### src/rtl/change_dispenser_if.sv
// Handshake bundle between the vending controller, the credit register and the coin hopper.
interface change_dispenser_if;
    logic [2:0] i_sum;
    logic       i_buy;
    logic       i_coin_ack;
    logic       o_busy;
    logic       o_vend;
    logic       o_reject;
    logic       o_sum_clr;
    logic       o_coin_vld;
    logic       o_coin_type;
    logic [2:0] o_change_rem;
    logic       o_err;

    modport master (
        output i_sum, i_buy, i_coin_ack,
        input  o_busy, o_vend, o_reject, o_sum_clr, o_coin_vld, o_coin_type,
               o_change_rem, o_err
    );

    modport slave (
        input  i_sum, i_buy, i_coin_ack,
        output o_busy, o_vend, o_reject, o_sum_clr, o_coin_vld, o_coin_type,
               o_change_rem, o_err
    );
endinterface

### src/rtl/change_dispenser.sv
// Vending purchase controller: checks credit, releases the product and pays change
// through a handshaked coin hopper, largest coin first, with a hopper timeout.
module change_dispenser #(
    parameter int P_PRICE   = 3,
    parameter int P_TIMEOUT = 15
) (
    input  logic              i_clk,
    input  logic              i_rst,
    change_dispenser_if.slave bus
);
    typedef enum logic [2:0] {IDLE, CHECK, CHARGE, COIN, GAP, ERROR} state_t;

    localparam logic [2:0] PRICE    = 3'(P_PRICE);
    localparam logic [7:0] TMO_LAST = 8'(P_TIMEOUT - 1);

    state_t     state, state_next;
    logic [2:0] credit, credit_next;
    logic [2:0] change, change_next;
    logic [7:0] tmo, tmo_next;
    logic       reject_next;

    logic       busy_reg, vend_reg, reject_reg, sum_clr_reg;
    logic       coin_vld_reg, coin_type_reg, err_reg;
    logic [2:0] change_rem_reg;

    always_comb begin
        state_next  = state;
        credit_next = credit;
        change_next = change;
        tmo_next    = tmo;
        reject_next = 1'b0;
        case (state)
            IDLE: begin
                if (bus.i_buy) begin
                    credit_next = bus.i_sum;
                    state_next  = CHECK;
                end
            end
            CHECK: begin
                if (credit < PRICE) begin
                    reject_next = 1'b1;
                    state_next  = IDLE;
                end else begin
                    change_next = credit - PRICE;
                    state_next  = CHARGE;
                end
            end
            CHARGE: begin
                if (change != 3'd0) begin
                    tmo_next   = 8'd0;
                    state_next = COIN;
                end else begin
                    state_next = IDLE;
                end
            end
            COIN: begin
                // An ack in the final allowed cycle still counts as a paid coin.
                if (bus.i_coin_ack) begin
                    change_next = change - ((change >= 3'd2) ? 3'd2 : 3'd1);
                    state_next  = GAP;
                end else if (tmo == TMO_LAST) begin
                    state_next = ERROR;
                end else begin
                    tmo_next = tmo + 8'd1;
                end
            end
            GAP: begin
                if (change != 3'd0) begin
                    tmo_next   = 8'd0;
                    state_next = COIN;
                end else begin
                    state_next = IDLE;
                end
            end
            ERROR: state_next = ERROR;
            default: state_next = IDLE;
        endcase
    end

    // Outputs are registered from the next state so they line up with the state they describe.
    always_ff @(posedge i_clk) begin
        if (i_rst) begin
            state          <= IDLE;
            credit         <= 3'd0;
            change         <= 3'd0;
            tmo            <= 8'd0;
            busy_reg       <= 1'b0;
            vend_reg       <= 1'b0;
            reject_reg     <= 1'b0;
            sum_clr_reg    <= 1'b0;
            coin_vld_reg   <= 1'b0;
            coin_type_reg  <= 1'b0;
            change_rem_reg <= 3'd0;
            err_reg        <= 1'b0;
        end else begin
            state          <= state_next;
            credit         <= credit_next;
            change         <= change_next;
            tmo            <= tmo_next;
            busy_reg       <= (state_next != IDLE);
            vend_reg       <= (state_next == CHARGE);
            sum_clr_reg    <= (state_next == CHARGE);
            reject_reg     <= reject_next;
            coin_vld_reg   <= (state_next == COIN);
            coin_type_reg  <= (state_next == COIN) && (change_next >= 3'd2);
            change_rem_reg <= (state_next == IDLE || state_next == CHECK) ? 3'd0 : change_next;
            err_reg        <= (state_next == ERROR);
        end
    end

    assign bus.o_busy       = busy_reg;
    assign bus.o_vend       = vend_reg;
    assign bus.o_reject     = reject_reg;
    assign bus.o_sum_clr    = sum_clr_reg;
    assign bus.o_coin_vld   = coin_vld_reg;
    assign bus.o_coin_type  = coin_type_reg;
    assign bus.o_change_rem = change_rem_reg;
    assign bus.o_err        = err_reg;
endmodule

### src/flat_wrapper.sv
// flat-port wrapper written by rule: the top's interface ports become plain ports
module change_dispenser_flat 
#(
    parameter int P_PRICE   = 3,
    parameter int P_TIMEOUT = 15
)
  (i_clk, i_rst, bus_i_sum, bus_i_buy, bus_i_coin_ack, bus_o_busy, bus_o_vend, bus_o_reject, bus_o_sum_clr, bus_o_coin_vld, bus_o_coin_type, bus_o_change_rem, bus_o_err);
  change_dispenser_if bus_i ();
  input  logic i_clk;
  input  logic i_rst;
  input wire logic [$bits(bus_i.i_sum)-1:0] bus_i_sum;
  input wire logic [$bits(bus_i.i_buy)-1:0] bus_i_buy;
  input wire logic [$bits(bus_i.i_coin_ack)-1:0] bus_i_coin_ack;
  output wire logic [$bits(bus_i.o_busy)-1:0] bus_o_busy;
  output wire logic [$bits(bus_i.o_vend)-1:0] bus_o_vend;
  output wire logic [$bits(bus_i.o_reject)-1:0] bus_o_reject;
  output wire logic [$bits(bus_i.o_sum_clr)-1:0] bus_o_sum_clr;
  output wire logic [$bits(bus_i.o_coin_vld)-1:0] bus_o_coin_vld;
  output wire logic [$bits(bus_i.o_coin_type)-1:0] bus_o_coin_type;
  output wire logic [$bits(bus_i.o_change_rem)-1:0] bus_o_change_rem;
  output wire logic [$bits(bus_i.o_err)-1:0] bus_o_err;
  assign bus_i.i_sum = bus_i_sum;
  assign bus_i.i_buy = bus_i_buy;
  assign bus_i.i_coin_ack = bus_i_coin_ack;
  assign bus_o_busy = bus_i.o_busy;
  assign bus_o_vend = bus_i.o_vend;
  assign bus_o_reject = bus_i.o_reject;
  assign bus_o_sum_clr = bus_i.o_sum_clr;
  assign bus_o_coin_vld = bus_i.o_coin_vld;
  assign bus_o_coin_type = bus_i.o_coin_type;
  assign bus_o_change_rem = bus_i.o_change_rem;
  assign bus_o_err = bus_i.o_err;
  change_dispenser #(.P_PRICE(P_PRICE), .P_TIMEOUT(P_TIMEOUT)) u_core (.i_clk(i_clk), .i_rst(i_rst), .bus(bus_i));
endmodule
### config.mk
export PLATFORM = sky130hd
export DESIGN_NAME = change_dispenser_flat
export DESIGN_NICKNAME = d
export VERILOG_FILES = /design/src/rtl/change_dispenser_if.sv /design/src/rtl/change_dispenser.sv /design/src/flat_wrapper.sv
export SDC_FILE = /design/constraint.sdc
export NUM_CORES = 1
export LEC_CHECK = 0
export CAP_MARGIN = 25
export CORE_MARGIN = 2
export CORE_UTILIZATION = 57
export CTS_CLUSTER_DIAMETER = 50
export DETAILED_ROUTE_END_ITERATION = 10
export PLACE_DENSITY = 0.92
export SYNTH_ARGS = -nofsm -noshare
export SYNTH_HDL_FRONTEND = slang
export SYNTH_SLANG_ARGS = --single-unit
### constraint.sdc
create_clock -name i_clk -period 3.4 [get_ports i_clk]
set_input_delay 0.68 -clock i_clk [delete_from_list [all_inputs] [get_ports i_clk]]
set_output_delay 0.68 -clock i_clk [all_outputs]
set_load 0.05 [all_outputs]
=== After elaboration in Yosys (flattened, before gate mapping) ===
Index checks and enable logic that the tools add are counted.
W data, S select, Z words.

* Add/sub/neg operators: 3
* Order comparisons: 3
* Eq/ne operators: 13
* Muxes and demuxes: 15
* Bitwise gates (word level): 1
* Reduce and logical (&&, ||, !) cells: 12

{| class="wikitable"
|+ Operators with widths
! cell !! count
|-
| $mux W8 || 3
|-
| $pmux W8 S2 || 1
|-
| $mux W3 || 5
|-
| $pmux W3 S5 || 1
|-
| $eq A3 B2 Y1 const B || 4
|-
| $eq A3 B3 Y1 const B || 3
|-
| $add A8 B1 Y8 const B || 1
|-
| $eq A8 B4 Y1 const B || 1
|-
| $eq A3 B1 Y1 const B || 2
|-
| $ge A3 B2 Y1 const B || 2
|-
| $logic_not A3 Y1 || 2
|-
| $mux W2 || 3
|-
| $pmux W3 S2 || 1
|-
| $reduce_bool A3 Y1 || 2
|-
| $reduce_or A2 Y1 || 3
|-
| $ne A2 B2 Y1 const B || 2
|-
| $reduce_and A4 Y1 || 1
|-
| $lt A3 B2 Y1 const B || 1
|-
| $sub A3 B2 Y3 const B || 1
|-
| $sub A3 B3 Y3 || 1
|-
| $ne A2 B1 Y1 const B || 1
|-
| $reduce_and A2 Y1 || 1
|-
| $reduce_bool A2 Y1 || 1
|-
| $logic_and A1 B1 Y1 || 1
|-
| 3 further kinds || 3
|}

* Register bits after elaboration: 26

=== Longest topological paths before layout ===
* Depth in word-level cells: 7
* Depth in mapped cells: 7

=== Worst setup path before layout ===
OpenSTA, ideal clock, no wires.

* Path type: input port to flip-flop
* Start point: in bus_i_coin_ack
* End point: reg u_core.tmo[3]
* Arrival time: 1579 ps
* Setup slack: 1707 ps
* Stages: 5
* Path buffers: 0
* Cells stage by stage: nand4bb_1 a31oi_4 o2111ai_1 xor2_1 nor2_1

* Word-level cells in the longest chain between the ends: 2

{| class="wikitable"
|+ Ends and longest elaborated chain
! what !! line !! RTL
|-
| start: declaration || flat_wrapper.sv:13 || <nowiki>input wire logic [$bits(bus_i.i_coin_ack)-1:0] bus_i_coin_ack;</nowiki>
|-
| $ne A2 B2 Y1 (no source line) || n/a ||
|-
| $reduce_and A4 Y1 (no source line) || n/a ||
|-
| end signal: assignment || change_dispenser.sv:99 || <nowiki>tmo <= tmo_next;</nowiki>
|-
| end: declaration || change_dispenser.sv:19 || <nowiki>logic [7:0] tmo, tmo_next;</nowiki>
|}

No other way between the ends.
A chain may end at the register's enable or synchronous reset.

=== Final worst setup path ===
* Start point: reg u_core.vend_reg, in the netlist u_core.bus.o_vend
* End point: out bus_o_vend

{| class="wikitable"
|+ RTL lines
! what !! line !! RTL
|-
| start: declaration || change_dispenser.sv:22 || <nowiki>logic busy_reg, vend_reg, reject_reg, sum_clr_reg;</nowiki>
|-
| start signal: assignment || change_dispenser.sv:101 || <nowiki>vend_reg <= (state_next == CHARGE);</nowiki>
|-
| end: declaration || flat_wrapper.sv:15 || <nowiki>output wire logic [$bits(bus_i.o_vend)-1:0] bus_o_vend;</nowiki>
|}

No word-level cell between the ends.

==> flow_summary.ini <==
[timing]
grt_setup_unrepaired = no
max-slew-margin-rel = 0.620
finalClockSkew_ns = 0.00903
fin_setup_tns_ns = 0
slew_viol_final = 0
worst_pin_slew_ns = 0.561
period_needed_ns = 2.23
clock.fmax_mhz = 449
finalSetupViolations = 0
final_hold_viol_count = 0
worst_slack_ns = 1.17
period_share = 0.654

[critical_path]
path_buf_inv = 1
worstPathCellList = clkdlybuf4s50_1
r2r_cells = 6
crit_path_max_fanout = 2
cp-start-kind = register
cp.depth = 1
cp-end-kind = primary output
critPathRequiredTime_ns = 2.72
crit_family = buffers and inverters
criticalPathCategory = reg -> out
crit_slowest_cell = clkdlybuf4s50_1
cp_slowest_stage_delay_ns = 0.85
r2r_start = u_core.tmo[0]$_SDFFE_PP0P_
cp_data_arrival_time_ns = 1.55
crit_start = u_core.bus.o_vend$_SDFF_PP0_

[global_route]
track_usage = 0.230
grt_pass1_wl_mm = 4.49
first_global_vias = 987
grt_antenna_before_repair = 0
grt_max_degree = 16
grt.overflow.total = 0

[floorplan]
die_y_um = 50.6
pin_count = 17
num_rows = 16
die_width_um = 50.6
dieArea_um2 = 2560
initial_utilization = 0.618
coreArea_um2 = 2000

[power]
p_comb_frac = 0.092
internal-power_w = 0.000453
power_w = 0.000583
power_leakage_nw = 0.586
power_density_nw_per_um2 = 404
clkPwrFrac = 0.366
switching_share = 0.224
max-vdd-ir-drop_v = 0.000374
p_sw_w = 0.000130
p_seq_frac = 0.542

[logic_synthesis]
syn-num-nets = 144
synth_mux_area_frac = 0.0243
syn_area_um2 = 1240
yosysMostFrequentCell = dfxtp_1
synthTopCellsByArea = dfxtp_1 (42%), nor2_1 (6.7%), xor2_1 (5.0%)
synth_edf_count = 0
synth-adder-area-share = 0.0405
synthXorXnorAreaFrac = 0.0638
yosysUniqueCellTypes = 40
ys.flop_type = dfxtp_1
syn_area_per_cell_um2 = 9.29
yosys.area_share.simple = 0.278
synth_common_cells = dfxtp_1 (26), nor2_1 (22), xor2_1 (7)
ys_seq_area_frac = 0.421
synth_compound_area_frac = 0.134
yosysTopAreaCellShare = 0.421
synth_top_cell_by_area = dfxtp_1
synthCells = 133
synth_top_family_by_area = simple AND/OR/NAND/NOR gates
ys.warnings.count = 0
ys_ff_latch = 26
synth_async_sr_flop_share = 0

[clocking]
clk_pin_slew_worst_paths_ns = 0.13
cts_tree = yes
cts.sinks = 26
clockRootBuffer = clkbuf_4
cts_buffers = 3
htree_levels = 1
clockBufferDepth = 2
worstSkewPairLatency_ns = 0.33
cts_resized = 0
cts_hold_buf = 0
post_cts_buffers = 0

[hold_path]
hp-start = u_core.credit[2]$_SDFFE_PP0P_
hold_class = reg -> reg
min_path_cells = 2

[route]
drt-initial-drc-count = 31
drt_drc_violations_left = 0
wl_mm = 2.59
vias = 1031
wl_per_cell_um = 15.0
via_per_inst = 5.96
first_pass_iters = 5
drtAntennaViolNets = 0

[place]
port_buffers = 16
dp_hpwl_mm = 1.92
placed_area_um2 = 1390
routabilityCongestion = 0.856
pre_cts_slack_ns = 0.955

[finish]
nets = 158
final_cell_area_um2 = 1440
area_growth_pct = 16.7
n_fill_cell = 159
drive_gt1_frac = 0.0822
num_antenna_cells = 0

[run]
cap_violations = 0

[outcome]
status = completed
==> tightest hold or removal path, cell delays in order, from the launching register on <==
cell,delay [ns]
dfxtp_1,0.36
mux2i_1,0.13
nor2_1,0.05
==> layer usage <==
metal	part of all wire	GRT usage	up-vias
li1	-	-	493
met1	0.42	0.289	480
met2	0.49	0.388	43
met3	0.054	0.0536	15
met4	0.036	0.0721	0
met5	0	0	-
==> stage by stage <==
step / hold slack (ns) / utilization / instances
finish: 0.563 / 0.721 / 173
global route: 0.619 / 0.721 / 173
CTS: 0.563 / 0.721 / 173
detailed placement: 0.535 / 0.694 / 169
global placement: 0.505 / 0.694 / 169
floorplan: 0.488 / - / 133
==> sequential cells by signal, summed over array words and instances, names as in the netlist <==
name / flops
u_core.bus.o_busy: 1
u_core.bus.o_change_rem: 3
u_core.bus.o_coin_type: 1
u_core.bus.o_coin_vld: 1
u_core.bus.o_err: 1
u_core.bus.o_reject: 1
u_core.bus.o_vend: 1
u_core.change: 3
u_core.credit: 3
u_core.state: 3
u_core.tmo: 8
==> cells in the final DEF, fill, tap and decap left out, drive strengths merged, types with 2 or more instances in the layout <==
| master | instances |
|---|---|
| clkbuf | 3 |
| nor2 | 22 |
| ha | 4 |
| xor2 | 7 |
| dfxtp | 26 |
| xnor2 | 2 |
| clkdlybuf4s50 | 16 |
| inv | 2 |
| a31oi | 3 |
| nand3 | 5 |
| nand2 | 4 |
| o21ai | 4 |
| mux2i | 3 |
| a21oi | 5 |
| and3 | 7 |
| and2 | 3 |
| nor2b | 4 |
| nand2b | 2 |
| a21o | 3 |
| nor3 | 6 |
==> cell type report <==
cell class / instances / area, µm² / share of cell area
clock buffer: 3 / 22.5 / 0.0156
inverter: 2 / 7.51 / 0.00520
timing repair buffer: 16 / 160 / 0.111
multi-input combinational: 98 / 668 / 0.463
clock inverter: 1 / 30.0 / 0.0208
tap: 27 / 33.8 / 0.0234
sequential: 26 / 520 / 0.361
==> path summary, 6_finish.rpt <==
check | to | slack [ns]
min reg2reg | u_core.credit[2]$_SDFFE_PP0P_ | 0.56
max | bus_o_vend | 1.17
max reg2reg | u_core.bus.o_change_rem[2]$_SDFF_PP0_ | 1.46
min | u_core.credit[2]$_SDFFE_PP0P_ | 0.56
==> kinds of logic (layout without fill, tap and decap cells) <==
logic type / count (synthesis) / in the layout
XOR/XNOR: 9 / 9
AND/OR/NAND/NOR: 60 / 60
adder cells (fa/ha/maj): 4 / 4
buffers and inverters: 9 / 22
AO/OA/AOI/OAI: 22 / 22
flip-flops: 26 / 26
multiplexers: 3 / 3
==> power groups by stage <==
stage                     Sequential [W]  Combinational (W)  Clock [W]
final                           0.000316          0.0000535   0.000213
after global routing            0.000318          0.0000578   0.000232
after global placement          0.000322          0.0000508          0
after floorplan                 0.000327          0.0000303          0
after CTS                       0.000316          0.0000533   0.000215
after detailed placement        0.000323          0.0000529          0
(Power assumes the default switching activity.)
